$ cat src/rtl/lsu_pkg.sv
// lsu_pkg: shared types and helpers for the lsu_rmw load/store initiator.
//   mem_op_t      - CPU load/store operation encoding
//   lsu_state_t   - sequencing states of the initiator
//   is_store      - op writes memory
//   is_misaligned - op/address combination that must fault instead of issuing
package lsu_pkg;

  typedef enum logic [2:0] {
    OP_LB  = 3'd0,
    OP_LBU = 3'd1,
    OP_LH  = 3'd2,
    OP_LHU = 3'd3,
    OP_LW  = 3'd4,
    OP_SB  = 3'd5,
    OP_SH  = 3'd6,
    OP_SW  = 3'd7
  } mem_op_t;

  typedef enum logic [1:0] {
    S_IDLE = 2'd0,
    S_RD   = 2'd1,
    S_WR   = 2'd2,
    S_RESP = 2'd3
  } lsu_state_t;

  function automatic logic is_store(input mem_op_t op);
    logic res;
    case (op)
      OP_SB, OP_SH, OP_SW: res = 1'b1;
      default:             res = 1'b0;
    endcase
    return res;
  endfunction

  // Only the two low address bits decide alignment; byte ops are always aligned.
  function automatic logic is_misaligned(input mem_op_t op, input logic [1:0] addr_lo);
    logic res;
    case (op)
      OP_LH, OP_LHU, OP_SH: res = addr_lo[0];
      OP_LW, OP_SW:         res = (addr_lo != 2'b00);
      default:              res = 1'b0;
    endcase
    return res;
  endfunction

endpackage

$ cat src/rtl/memory_interface.sv
// memory_interface: word-wide port of uniform_memory.
//   addr  - word-aligned byte address (master)
//   din   - write data (master)
//   write - write strobe, commits on a clock edge with busy low (master)
//   dout  - read data, combinational from addr (slave)
//   busy  - memory stall; master holds its request while high (slave)
interface memory_interface;
  logic [31:0] addr;
  logic [31:0] din;
  logic        write;
  logic [31:0] dout;
  logic        busy;

  modport master (output addr, output din, output write, input dout, input busy);
  modport slave  (input addr, input din, input write, output dout, output busy);
endinterface

$ cat src/rtl/lsu_lane_unit.sv
// lsu_lane_unit: combinational byte/half lane logic for lsu_rmw.
//   op        - operation being executed
//   addr_lo   - low two bits of the byte address
//   rdata     - word read from memory
//   wdata     - store data (sub-word value in the low bits)
//   load_data - extracted and sign/zero-extended load result
//   merged    - read word with the store lane replaced (SB/SH)
module lsu_lane_unit
  import lsu_pkg::*;
#(
  parameter bit BIG_ENDIAN = 1'b0
) (
  input  mem_op_t     op,
  input  logic [1:0]  addr_lo,
  input  logic [31:0] rdata,
  input  logic [15:0] wdata,
  output logic [31:0] load_data,
  output logic [31:0] merged
);

  logic [1:0]  byte_lane_s;
  logic        half_lane_s;
  logic [7:0]  byte_s;
  logic [15:0] half_s;

  // Physical lane selection; big-endian mirrors the lane order inside the word.
  always_comb begin
    if (BIG_ENDIAN) begin
      byte_lane_s = ~addr_lo;
      half_lane_s = ~addr_lo[1];
    end else begin
      byte_lane_s = addr_lo;
      half_lane_s = addr_lo[1];
    end
  end

  // Load extraction and extension.
  always_comb begin
    byte_s = rdata[{byte_lane_s, 3'b000} +: 8];
    half_s = rdata[{half_lane_s, 4'b0000} +: 16];
    case (op)
      OP_LB:   load_data = {{24{byte_s[7]}}, byte_s};
      OP_LBU:  load_data = {24'h00_0000, byte_s};
      OP_LH:   load_data = {{16{half_s[15]}}, half_s};
      OP_LHU:  load_data = {16'h0000, half_s};
      default: load_data = rdata;
    endcase
  end

  // Store merge: untouched lanes come from the word just read.
  always_comb begin
    merged = rdata;
    case (op)
      OP_SB:   merged[{byte_lane_s, 3'b000} +: 8]   = wdata[7:0];
      OP_SH:   merged[{half_lane_s, 4'b0000} +: 16] = wdata;
      default: merged = rdata;
    endcase
  end

endmodule

$ cat src/rtl/lsu_rmw.sv
// lsu_rmw: single-outstanding load/store initiator with read-modify-write
// for sub-word stores and fault reporting for misaligned accesses.
//   clk, reset        - clock, synchronous active-high reset
//   req_valid/ready   - CPU request handshake (ready only in IDLE)
//   req_op/addr/wdata - operation, byte address, store data
//   resp_valid        - one-cycle completion pulse
//   resp_rdata        - load result, held until the next load response
//   resp_fault        - misaligned access (no memory cycle issued)
//   resp_fault_store  - faulting op was a store
//   mem               - word-wide memory port (master side)
module lsu_rmw
  import lsu_pkg::*;
#(
  parameter bit BIG_ENDIAN = 1'b0
) (
  input  logic            clk,
  input  logic            reset,
  input  logic            req_valid,
  output logic            req_ready,
  input  mem_op_t         req_op,
  input  logic [31:0]     req_addr,
  input  logic [31:0]     req_wdata,
  output logic            resp_valid,
  output logic [31:0]     resp_rdata,
  output logic            resp_fault,
  output logic            resp_fault_store,
  memory_interface.master mem
);

  lsu_state_t  state_r;
  mem_op_t     op_r;
  logic [1:0]  addr_lo_r;
  logic [15:0] wdata_lo_r;
  logic        req_ready_r;
  logic        resp_valid_r;
  logic [31:0] resp_rdata_r;
  logic        resp_fault_r;
  logic        resp_fault_store_r;
  logic [31:0] mem_addr_r;
  logic [31:0] mem_din_r;
  logic        mem_write_r;
  logic [31:0] load_data_s;
  logic [31:0] merged_s;

  lsu_lane_unit #(.BIG_ENDIAN(BIG_ENDIAN)) u_lane (
    .op        (op_r),
    .addr_lo   (addr_lo_r),
    .rdata     (mem.dout),
    .wdata     (wdata_lo_r),
    .load_data (load_data_s),
    .merged    (merged_s)
  );

  // Request sequencing; every output is registered and updated on the
  // transition into the state that owns it.
  always_ff @(posedge clk) begin
    if (reset) begin
      state_r            <= S_IDLE;
      op_r               <= OP_LB;
      addr_lo_r          <= 2'b00;
      wdata_lo_r         <= 16'h0000;
      req_ready_r        <= 1'b1;
      resp_valid_r       <= 1'b0;
      resp_rdata_r       <= 32'h0000_0000;
      resp_fault_r       <= 1'b0;
      resp_fault_store_r <= 1'b0;
      mem_addr_r         <= 32'h0000_0000;
      mem_din_r          <= 32'h0000_0000;
      mem_write_r        <= 1'b0;
    end else begin
      case (state_r)
        S_IDLE: begin
          if (req_valid && req_ready_r) begin
            op_r        <= req_op;
            addr_lo_r   <= req_addr[1:0];
            wdata_lo_r  <= req_wdata[15:0];
            req_ready_r <= 1'b0;
            if (is_misaligned(req_op, req_addr[1:0])) begin
              // Fault: answer directly, memory port stays idle, rdata untouched.
              state_r            <= S_RESP;
              resp_valid_r       <= 1'b1;
              resp_fault_r       <= 1'b1;
              resp_fault_store_r <= is_store(req_op);
            end else if (req_op == OP_SW) begin
              state_r     <= S_WR;
              mem_addr_r  <= {req_addr[31:2], 2'b00};
              mem_din_r   <= req_wdata;
              mem_write_r <= 1'b1;
            end else begin
              // Loads and sub-word stores both start with a read.
              state_r     <= S_RD;
              mem_addr_r  <= {req_addr[31:2], 2'b00};
              mem_din_r   <= 32'h0000_0000;
              mem_write_r <= 1'b0;
            end
          end else begin
            state_r <= S_IDLE;
          end
        end
        S_RD: begin
          if (!mem.busy) begin
            if (is_store(op_r)) begin
              state_r     <= S_WR;
              mem_din_r   <= merged_s;
              mem_write_r <= 1'b1;
            end else begin
              state_r            <= S_RESP;
              resp_valid_r       <= 1'b1;
              resp_rdata_r       <= load_data_s;
              resp_fault_r       <= 1'b0;
              resp_fault_store_r <= 1'b0;
              mem_addr_r         <= 32'h0000_0000;
            end
          end else begin
            state_r <= S_RD;
          end
        end
        S_WR: begin
          // addr/din/write are only touched when the write commits.
          if (!mem.busy) begin
            state_r            <= S_RESP;
            resp_valid_r       <= 1'b1;
            resp_fault_r       <= 1'b0;
            resp_fault_store_r <= 1'b0;
            mem_addr_r         <= 32'h0000_0000;
            mem_din_r          <= 32'h0000_0000;
            mem_write_r        <= 1'b0;
          end else begin
            state_r <= S_WR;
          end
        end
        S_RESP: begin
          state_r            <= S_IDLE;
          req_ready_r        <= 1'b1;
          resp_valid_r       <= 1'b0;
          resp_fault_r       <= 1'b0;
          resp_fault_store_r <= 1'b0;
        end
        default: begin
          state_r            <= S_IDLE;
          req_ready_r        <= 1'b1;
          resp_valid_r       <= 1'b0;
          resp_fault_r       <= 1'b0;
          resp_fault_store_r <= 1'b0;
          mem_addr_r         <= 32'h0000_0000;
          mem_din_r          <= 32'h0000_0000;
          mem_write_r        <= 1'b0;
        end
      endcase
    end
  end

  assign req_ready        = req_ready_r;
  assign resp_valid       = resp_valid_r;
  assign resp_rdata       = resp_rdata_r;
  assign resp_fault       = resp_fault_r;
  assign resp_fault_store = resp_fault_store_r;
  assign mem.addr         = mem_addr_r;
  assign mem.din          = mem_din_r;
  assign mem.write        = mem_write_r;

endmodule

$ cat src/flat_wrapper.sv
// flat-port wrapper written by rule: the top's interface ports become plain ports
module lsu_rmw_flat import lsu_pkg::*;
#(
  parameter bit BIG_ENDIAN = 1'b0
)
  (clk, reset, req_valid, req_ready, req_op, req_addr, req_wdata, resp_valid, resp_rdata, resp_fault, resp_fault_store, mem_addr, mem_din, mem_write, mem_dout, mem_busy);
  memory_interface mem_i ();
  input  logic clk;
  input  logic reset;
  input  logic req_valid;
  output logic req_ready;
  input  mem_op_t req_op;
  input  logic [31:0] req_addr;
  input  logic [31:0] req_wdata;
  output logic resp_valid;
  output logic [31:0] resp_rdata;
  output logic resp_fault;
  output logic resp_fault_store;
  output wire logic [$bits(mem_i.addr)-1:0] mem_addr;
  output wire logic [$bits(mem_i.din)-1:0] mem_din;
  output wire logic [$bits(mem_i.write)-1:0] mem_write;
  input wire logic [$bits(mem_i.dout)-1:0] mem_dout;
  input wire logic [$bits(mem_i.busy)-1:0] mem_busy;
  assign mem_addr = mem_i.addr;
  assign mem_din = mem_i.din;
  assign mem_write = mem_i.write;
  assign mem_i.dout = mem_dout;
  assign mem_i.busy = mem_busy;
  lsu_rmw #(.BIG_ENDIAN(BIG_ENDIAN)) u_core (.clk(clk), .reset(reset), .req_valid(req_valid), .req_ready(req_ready), .req_op(req_op), .req_addr(req_addr), .req_wdata(req_wdata), .resp_valid(resp_valid), .resp_rdata(resp_rdata), .resp_fault(resp_fault), .resp_fault_store(resp_fault_store), .mem(mem_i));
endmodule
$ cat config.mk
export PLATFORM = sky130hd
export DESIGN_NAME = lsu_rmw_flat
export DESIGN_NICKNAME = d
export VERILOG_FILES = /design/src/rtl/lsu_pkg.sv /design/src/rtl/memory_interface.sv /design/src/rtl/lsu_lane_unit.sv /design/src/rtl/lsu_rmw.sv /design/src/flat_wrapper.sv
export SDC_FILE = /design/constraint.sdc
export NUM_CORES = 1
export LEC_CHECK = 0
export ABC_CLOCK_PERIOD_IN_PS = 6700
export BUFFER_PORTS_ARGS = -buffer_cell sky130_fd_sc_hd__buf_2
export CORE_MARGIN = 1.5
export CORE_UTILIZATION = 57
export CTS_CLUSTER_SIZE = 10
export DETAILED_ROUTE_END_ITERATION = 12
export PLACE_DENSITY = 0.87
export REMOVE_ABC_BUFFERS = 1
export SLEW_MARGIN = 5
export SYNTH_ARGS = -nofsm -noshare
export SYNTH_HDL_FRONTEND = slang
export SYNTH_HIERARCHICAL = 1
export SYNTH_SLANG_ARGS = --single-unit
$ cat constraint.sdc
create_clock -name clk -period 6.7 [get_ports clk]
set_input_delay 1.34 -clock clk [delete_from_list [all_inputs] [get_ports clk]]
set_output_delay 1.34 -clock clk [all_outputs]
set_load 0.1 [all_outputs]
==> results of run 1 <==
==> power breakdown <==
group          switching [mW]  internal, mW  total (mW)
sequential              0.171         0.960        1.13
clock                   0.304         0.489       0.793
combinational            2.34         0.649        2.99
total                    2.82          2.10        4.91
==> kinds of logic (layout without fill, tap and decap cells) <==
family,count (synthesis),after routing,synth area share (%)
XOR/XNOR,1,1,0.1233
adder cells (fa/ha/maj),10,10,1.762
other,1,4,0.05280
multiplexers,12,12,1.779
AO/OA/AOI/OAI,238,238,22.02
flip-flops,122,122,34.39
buffers and inverters,114,252,7.435
AND/OR/NAND/NOR,425,425,32.44
==> cell type report <==
class	instances	area (um2)
Tap cell	168	210.2
Sequential cell	122	2442
Clock buffer	24	481.7
Fill cell	1021	3613
Inverter	13	48.80
Multi-Input combinational cell	688	4156
Antenna cell	2	5.005
Clock inverter	4	20.02
Timing Repair Buffer	211	1084
==> per-layer routing <==
metal / track usage (%) / up-vias / routed length [um]
met5: 0 / - / 0
met4: 11.58 / 0 / 529
met3: 8.523 / 46 / 2088
met2: 51.86 / 420 / 10030
met1: 41.24 / 3485 / 8538
li1: - / 3625 / -
==> state kept, by name (all words and copies together), names as in the netlist <==
register	cells
u_core/resp_fault	1
u_core/resp_fault_store	1
u_core/resp_valid	1
u_core/state_r	2
u_core/wdata_lo_r	16
u_core/addr_lo_r	2
u_core/mem.write	1
u_core/mem.addr	30
u_core/req_ready	1
u_core/mem.din	32
u_core/resp_rdata	32
u_core/op_r	3
==> metrics by stage <==
stage                     std cells  setup slack [ns]  power (mW)
after global placement         1202             3.225       4.058
after detailed placement       1202             3.162       4.098
final                          1232             3.502       4.913
after CTS                      1230             3.605       4.899
after floorplan                 823             2.109       3.543
after global routing           1231             3.376       5.150
==> worst max-delay path: cells and delay by family <==
kind / cells / cell delay (ns)
simple gates: 1 / 0.91
xor+xnor: 1 / 0.25
buf+inv: 1 / 0.16
mux: 1 / 0.33
compound gates: 1 / 0.51
==> how the worst max path moves through the flow <==
stage                     slack [ns]       from                end
final                           3.50  req_op[0]  u_core/resp_valid
after detailed placement        3.16  req_op[0]  u_core/resp_valid
after floorplan                 2.11  req_valid  u_core/mem.din[0]
after global placement          3.22  req_op[0]  u_core/resp_valid
after global routing            3.38  req_op[0]  u_core/resp_valid
after CTS                       3.61  req_op[0]  u_core/resp_valid
==> cells in the final DEF, fill, tap and decap left out, drive strengths merged, types with 5 or more instances in the layout <==
cell type	count
buf	211
nand2	187
dfxtp	122
nand3	67
a21oi	62
a22oi	48
o21ai	46
nor3	38
a31oi	32
and4	32
nor3b	32
nand4	31
clkbuf	24
a22o	21
inv	13
ha	10
nor2	10
nor2b	9
mux2i	7
a222oi	6
mux2	5
==> run metrics, run 1 <==
status=complete, no violations; post-route setup TNS=0 ns; Worst path slowest cell=nand3_1; Ys Warns=6; clock-pin slew on the worst setup and hold paths=0.06 ns; Setup crit end kind=flop; post-layout util=70.04%; Synth top cells by count=nand2_1, dfxtp_1, nand3_1; die height=114.6 um; fin nets=1,166; hold path endpoint=u_core/resp_rdata[17]; #FFs+latches synth=122; average size of a mapped cell=7.694 um2; most frequent cell after synthesis=nand2_1; Setup Buffers After CTS=0; vias in the first global route=6,611; vias per cell=6.149; slowest stage delay, CP=0.91 ns; async set-or-reset flop fraction in the synthesized netlist=0%; HPWL after DPL=13.82 mm; Post-synth EDFFs=0; VDD IR max=0.4532 mV; mapped cell area=7102 um2; via count=7,576; Core Region=12,060 um2; post-cts sizing count=0; hold_sp=u_core/resp_rdata[17]; DR iter-0 viols=894; Routability Congestion=0.8647; Die ar.=13,140 um2; fraction of final layout cells sized beyond drive strength 1=25.61%; Worst Reg2Reg Path Length in Cells=9; largest net degree at the start of global routing=94; Rows=40; clk_lat worst skew=0.42 ns; htree depth=4; dpl cell area=7941 um2; critical path, cell by cell=buf_2 > xnor2_1 > nand3_1 > a21o_1 > mux2_1; unrepaired setup endpoints after global routing=no; grt ovf=0; port bufs=201; Setup Crit Path Kind=input port to flop; Slew Limit Fails=0; worst-path fanout max=31; Synth top area share=34.39%; Die Wd=114.6 um; sequential element share of the synthesized area=34.39%; wire length per cell=17.20 um; Mapped Cells=923; Max Clk Rate=0.3127 GHz; Final Cell Area=8448 um2; initial core utilization=58.88%; largest cells by area after synthesis=dfxtp_1, nand2_1, a22oi_1; worst endpoint required time=7.01 ns; Clock Sinks=122; Distinct cells, synth=63; Hold Vio Cnt, Final=0; flop-to-flop setup slack=3.64 ns; critical path arrival=3.51 ns; worst hold stages=2; Fin Hold WS=0.4510 ns; RR Startpoint=u_core/addr_lo_r[1]; reg2reg end=u_core/mem.din[24]; actual slew at the worst max-slew pin=1.234 ns; Pre-antenna DRT Iters=5; final setup fails=0; Area Overhead vs Synth=18.96%; antenna-violating nets left=0; All-Layer GR Usage=32.07%; HP Class=flop to flop; maxcap violations=0; startpoint type of the worst setup path=input port; Post-Route WL=21.19 mm; Pwr Density=581.6 nW/um2; Yosys top cell by area=dfxtp_1; Root Driver=clkbuf_16; maximum clock insertion buffer count=2; DRC errors left=0; hold_buf cts=0; Clock Skews=0.008243 ns; CTS tree=done; CTS buffer count=17; first-pass GRT wire length=33.36 mm; Primary FF master, synth=dfxtp_1; min Tclk post-route=3.198 ns; IO Pins=204; initial antenna violation count=2; relative slew slack=17.51%; Pleak=3.654 nW; fin crit share=47.73%
(Power assumes the default switching activity.)
==> run 2: changes to the inputs <==
- ABC_CLOCK_PERIOD_IN_PS: 6700 -> 3300
- CORE_UTILIZATION: 57 -> 53
- PLACE_DENSITY: 0.87 -> 0.81
- clock period: 6.7 -> 3.3 ns (I/O delays scaled with it)
==> run 2 against run 1 <==
Net effect: combinational power is 110% higher; sequential power is 100% higher; clock power is 120% higher; non-clock buffer count is 10 higher; critical endpoint is now u_core/mem.din[27]; largest cell class unchanged.
==> run metrics, run 2 (synthesis gave the netlist of run 1 again) <==
status=complete, no violations; min Tclk post-route=2.591 ns; final setup fails=0; Area Overhead vs Synth=20.97%; fin crit share=78.53%; CTS tree=done; fin nets=1,176; first-pass GRT wire length=34.40 mm; Clock Skews=0.006696 ns; Rows=42; maxcap violations=0; commonest non-fill, non-tap cell in the layout=buf_2; most frequent cells in the layout=buf_2, nand2_1, dfxtp_1; fraction of final layout cells sized beyond drive strength 1=26.70%; Slew Limit Fails=0; Setup crit end kind=flop; DRC errors left=0; HPWL after DPL=14.37 mm; vias in the first global route=6,795; Pwr Density=1183 nW/um2; antenna-violating nets left=0; Routability Congestion=0.9567; critical path startpoint=u_core/addr_lo_r[0]; Die ar.=14,100 um2; Pleak=3.727 nW; largest net degree at the start of global routing=66; Clock Sinks=122; Fin Hold WS=0.4494 ns; CTS buffer count=17; RR Startpoint=u_core/addr_lo_r[0]; Max Clk Rate=0.3859 GHz; Post-Route WL=21.55 mm; port bufs=201; worst endpoint required time=3.64 ns; Die Wd=118.8 um; clock-pin slew on the worst setup and hold paths=0.05 ns; initial antenna violation count=1; post-cts sizing count=0; Core Region=13,140 um2; pre-CTS setup slack=0.8338 ns; Setup Crit Path Kind=flop to flop; clk_lat worst skew=0.42 ns; Pre-antenna DRT Iters=5; maximum clock insertion buffer count=2; Worst Reg2Reg Path Length in Cells=9; Final Cell Area=8591 um2; wire length per cell=17.23 um; Hold Vio Cnt, Final=0; startpoint type of the worst setup path=flop; Setup WS post-layout=0.7087 ns; hold_buf cts=0; relative slew slack=44.71%; dpl cell area=8043 um2; non-filler cells, final=1,251; Root Driver=clkbuf_16; Inst Count DP=1,220; htree depth=4; worst hold stages=2; die height=118.8 um; vias per cell=6.041; VDD IR max=0.7272 mV; All-Layer GR Usage=30.23%; ANT cells=0; hold_sp=u_core/resp_rdata[13]; HP Class=flop to flop; initial core utilization=54.06%; overall power=10.16 mW; unrepaired setup endpoints after global routing=no; IO Pins=204; actual slew at the worst max-slew pin=0.8271 ns; grt ovf=0; via count=7,557; worst-path fanout max=12; Setup Buffers After CTS=0; critical path arrival=2.93 ns; fill count=1,201; DR iter-0 viols=843
==> run 2: final timing paths <==
check / end / slack, ns
worst max-delay path: u_core/mem.din[27] / 0.71
worst min-delay path: u_core/resp_rdata[13] / 0.45
worst max register to register: u_core/mem.din[27] / 0.71
worst min register to register: u_core/resp_rdata[13] / 0.45
==> run 2: critical path, cell delays in order (launching register included) <==
cell and delay (ns):
dfxtp_1 0.54, inv_1 0.20, ha_1 0.23, nand4bb_1 0.24
nor3_2 0.53, a22oi_1 0.14, o21ai_0 0.15, a22oi_1 0.13
and4_1 0.24, nor3_2 0.11
==> run 2: report_power, final <==
group          total, mW  internal (mW)  leakage (nW)  switching (mW)
Combinational       6.16           1.36          2.46            4.79
Clock               1.73           1.08         0.269           0.651
Sequential          2.28           1.95         0.997           0.327
==> run 2: metrics by stage <==
step                      util [%]  setup TNS (ns)
after floorplan                  -          -63.14
after global placement       61.22               0
after detailed placement     61.22               0
after CTS                    65.39               0
after global routing         65.39               0
final                        65.39               0
==> run 2: metal layers <==
metal	wire, um	GRT usage (%)	up-vias
met2	10140	49.20	358
met5	13	0	-
met1	8956	38.35	3501
li1	-	-	3646
met4	583	12.35	2
met3	1857	7.481	50
==> run 2: area by class of cell <==
type | count | area, um2 | area share [%]
Inverter | 13 | 48.80 | 0.5680
Clock inverter | 8 | 70.07 | 0.8156
Sequential cell | 122 | 2442 | 28.43
Multi-Input combinational cell | 688 | 4160 | 48.43
Tap cell | 176 | 220.2 | 2.563
Clock buffer | 23 | 478.0 | 5.564
Timing Repair Buffer | 221 | 1171 | 13.63
==> run 3: changes to the inputs <==
- ABC_CLOCK_PERIOD_IN_PS: 3300 -> 2600
- clock period: 3.3 -> 2.6 ns (I/O delays scaled with it)
==> run 3 against run 2 <==
Net effect: register-to-register slack lost 0.35 ns; largest power group unchanged; sequential power grew 26%; setup slack lost 0.35 ns; clock skew grew 0.0016 ns; combinational power grew 28%; largest cell class unchanged; highest routed layer unchanged; critical path depth is the same.
==> run metrics, run 3 (synthesis gave the netlist of run 1 again) <==
status=complete, no violations; pre-CTS setup slack=0.3731 ns; VDD IR max=0.9402 mV; via count=7,579; Fin Hold WS=0.3422 ns; Setup Crit Path Kind=flop to flop; CTS tree=done; initial antenna violation count=3; antenna-violating nets left=0; fraction of final layout cells sized beyond drive strength 1=26.94%; vias in the first global route=6,753; vias per cell=6.029; Root Driver=clkbuf_16; overall power=13.13 mW; clock-pin slew on the worst setup and hold paths=0.05 ns; Die Wd=118.8 um; most frequent cells in the layout=buf_2, nand2_1, dfxtp_1; most frequent CP cell=nor3_1; All-Layer GR Usage=29.82%; Pwr Density=1510 nW/um2; IO Pins=204; Rows=42; wire length per cell=17.21 um; actual slew at the worst max-slew pin=1.095 ns; slowest stage delay, CP=0.32 ns; Worst path slowest cell=dfxtp_1; switching share of total power=55.78%; critical path arrival=2.58 ns; die height=118.8 um; Clock Sinks=122; grt ovf=0; DRC errors left=0; CTS buffer count=17; port bufs=201; Int Power=5.806 mW; Max Clk Rate=0.4455 GHz; first-pass GRT wire length=34.02 mm; Hold Vio Cnt, Final=0; hold_buf cts=0; relative slew slack=26.99%; Die ar.=14,100 um2; DR iter-0 viols=844; worst-path fanout max=8; dpl cell area=8105 um2; non-filler cells, final=1,257; Sw Pwr=7.323 mW; Setup Buffers After CTS=0; Post-Route WL=21.63 mm; critical path, cell by cell=inv_1 > ha_1 > nand4bb_1 > nor3_1 > or2_1 > a22o_1 > a22oi_1 > and4_1 > nor3_1; Slew Limit Fails=0; Setup crit end kind=flop; HP Class=input port to flop; fin crit share=86.33%; worst endpoint required time=2.94 ns; commonest non-fill, non-tap cell in the layout=buf_2; Routability Congestion=0.8941; Pre-antenna DRT Iters=6; Pleak=3.786 nW; Largest delay share family, worst path=simple AND/OR/NAND/NOR gates; Core Region=13,140 um2; post-layout util=66.18%; Area Overhead vs Synth=22.43%; initial core utilization=54.06%; clock share of power=18.1%; CP Buf/Inv Count=1; Setup WS post-layout=0.3553 ns; post-cts sizing count=0; maxcap violations=0; post-route setup TNS=0 ns; min Tclk post-route=2.245 ns; Clock Skews=0.008338 ns; HPWL after DPL=14.50 mm; fin nets=1,181; startpoint type of the worst setup path=flop; Inst Count DP=1,225; clk_lat worst skew=0.42 ns; Final Cell Area=8695 um2; unrepaired setup endpoints after global routing=no; combinational share of power=60.0%; sequential power share=21.9%; maximum clock insertion buffer count=2; htree depth=4; largest net degree at the start of global routing=66; final setup fails=0
run 3: power by group through the flow:
stage | sequential (mW) | combinational [mW] | clock [mW]
after global routing | 2.95 | 8.27 | 2.49
after CTS | 2.87 | 7.86 | 2.39
final | 2.87 | 7.88 | 2.37
after floorplan | 6.47 | 2.53 | 0
after detailed placement | 2.90 | 7.83 | 0
after global placement | 2.88 | 7.77 | 0
run 3: tightest hold or removal path: stages:
cell	delay, ns
buf_2	0.07
nand4_1	0.06
nand3_1	0.08
run 3: area by class of cell:
| class | instances | area [um2] |
|---|---|---|
| timing repair buffer | 226 | 1234 |
| sequential | 122 | 2442 |
| multi-input combinational | 688 | 4160 |
| clock buffer | 23 | 467.9 |
| tap | 176 | 220.2 |
| inverter | 13 | 48.80 |
| antenna | 1 | 2.502 |
| fill | 1188 | 4443 |
| clock inverter | 8 | 118.9 |
run 3: metal layers:
layer / part of all wire (%) / routed length, um / global-route usage (%)
met1: 41 / 8812 / 37.64
met2: 48 / 10430 / 48.26
met3: 8.8 / 1904 / 8.832
met4: 2.1 / 465 / 10.99
met5: 0.12 / 26 / 0
run 3: path summary, 6_finish.rpt:
check	start	endpoint	slack (ns)	cells after the start
hold / removal	req_addr[26]	u_core/mem.addr[26]	0.34	3
setup reg to reg	u_core/addr_lo_r[1]	u_core/mem.din[23]	0.36	9
setup / recovery	u_core/addr_lo_r[1]	u_core/mem.din[23]	0.36	9
hold reg to reg	u_core/resp_rdata[15]	u_core/resp_rdata[15]	0.45	2
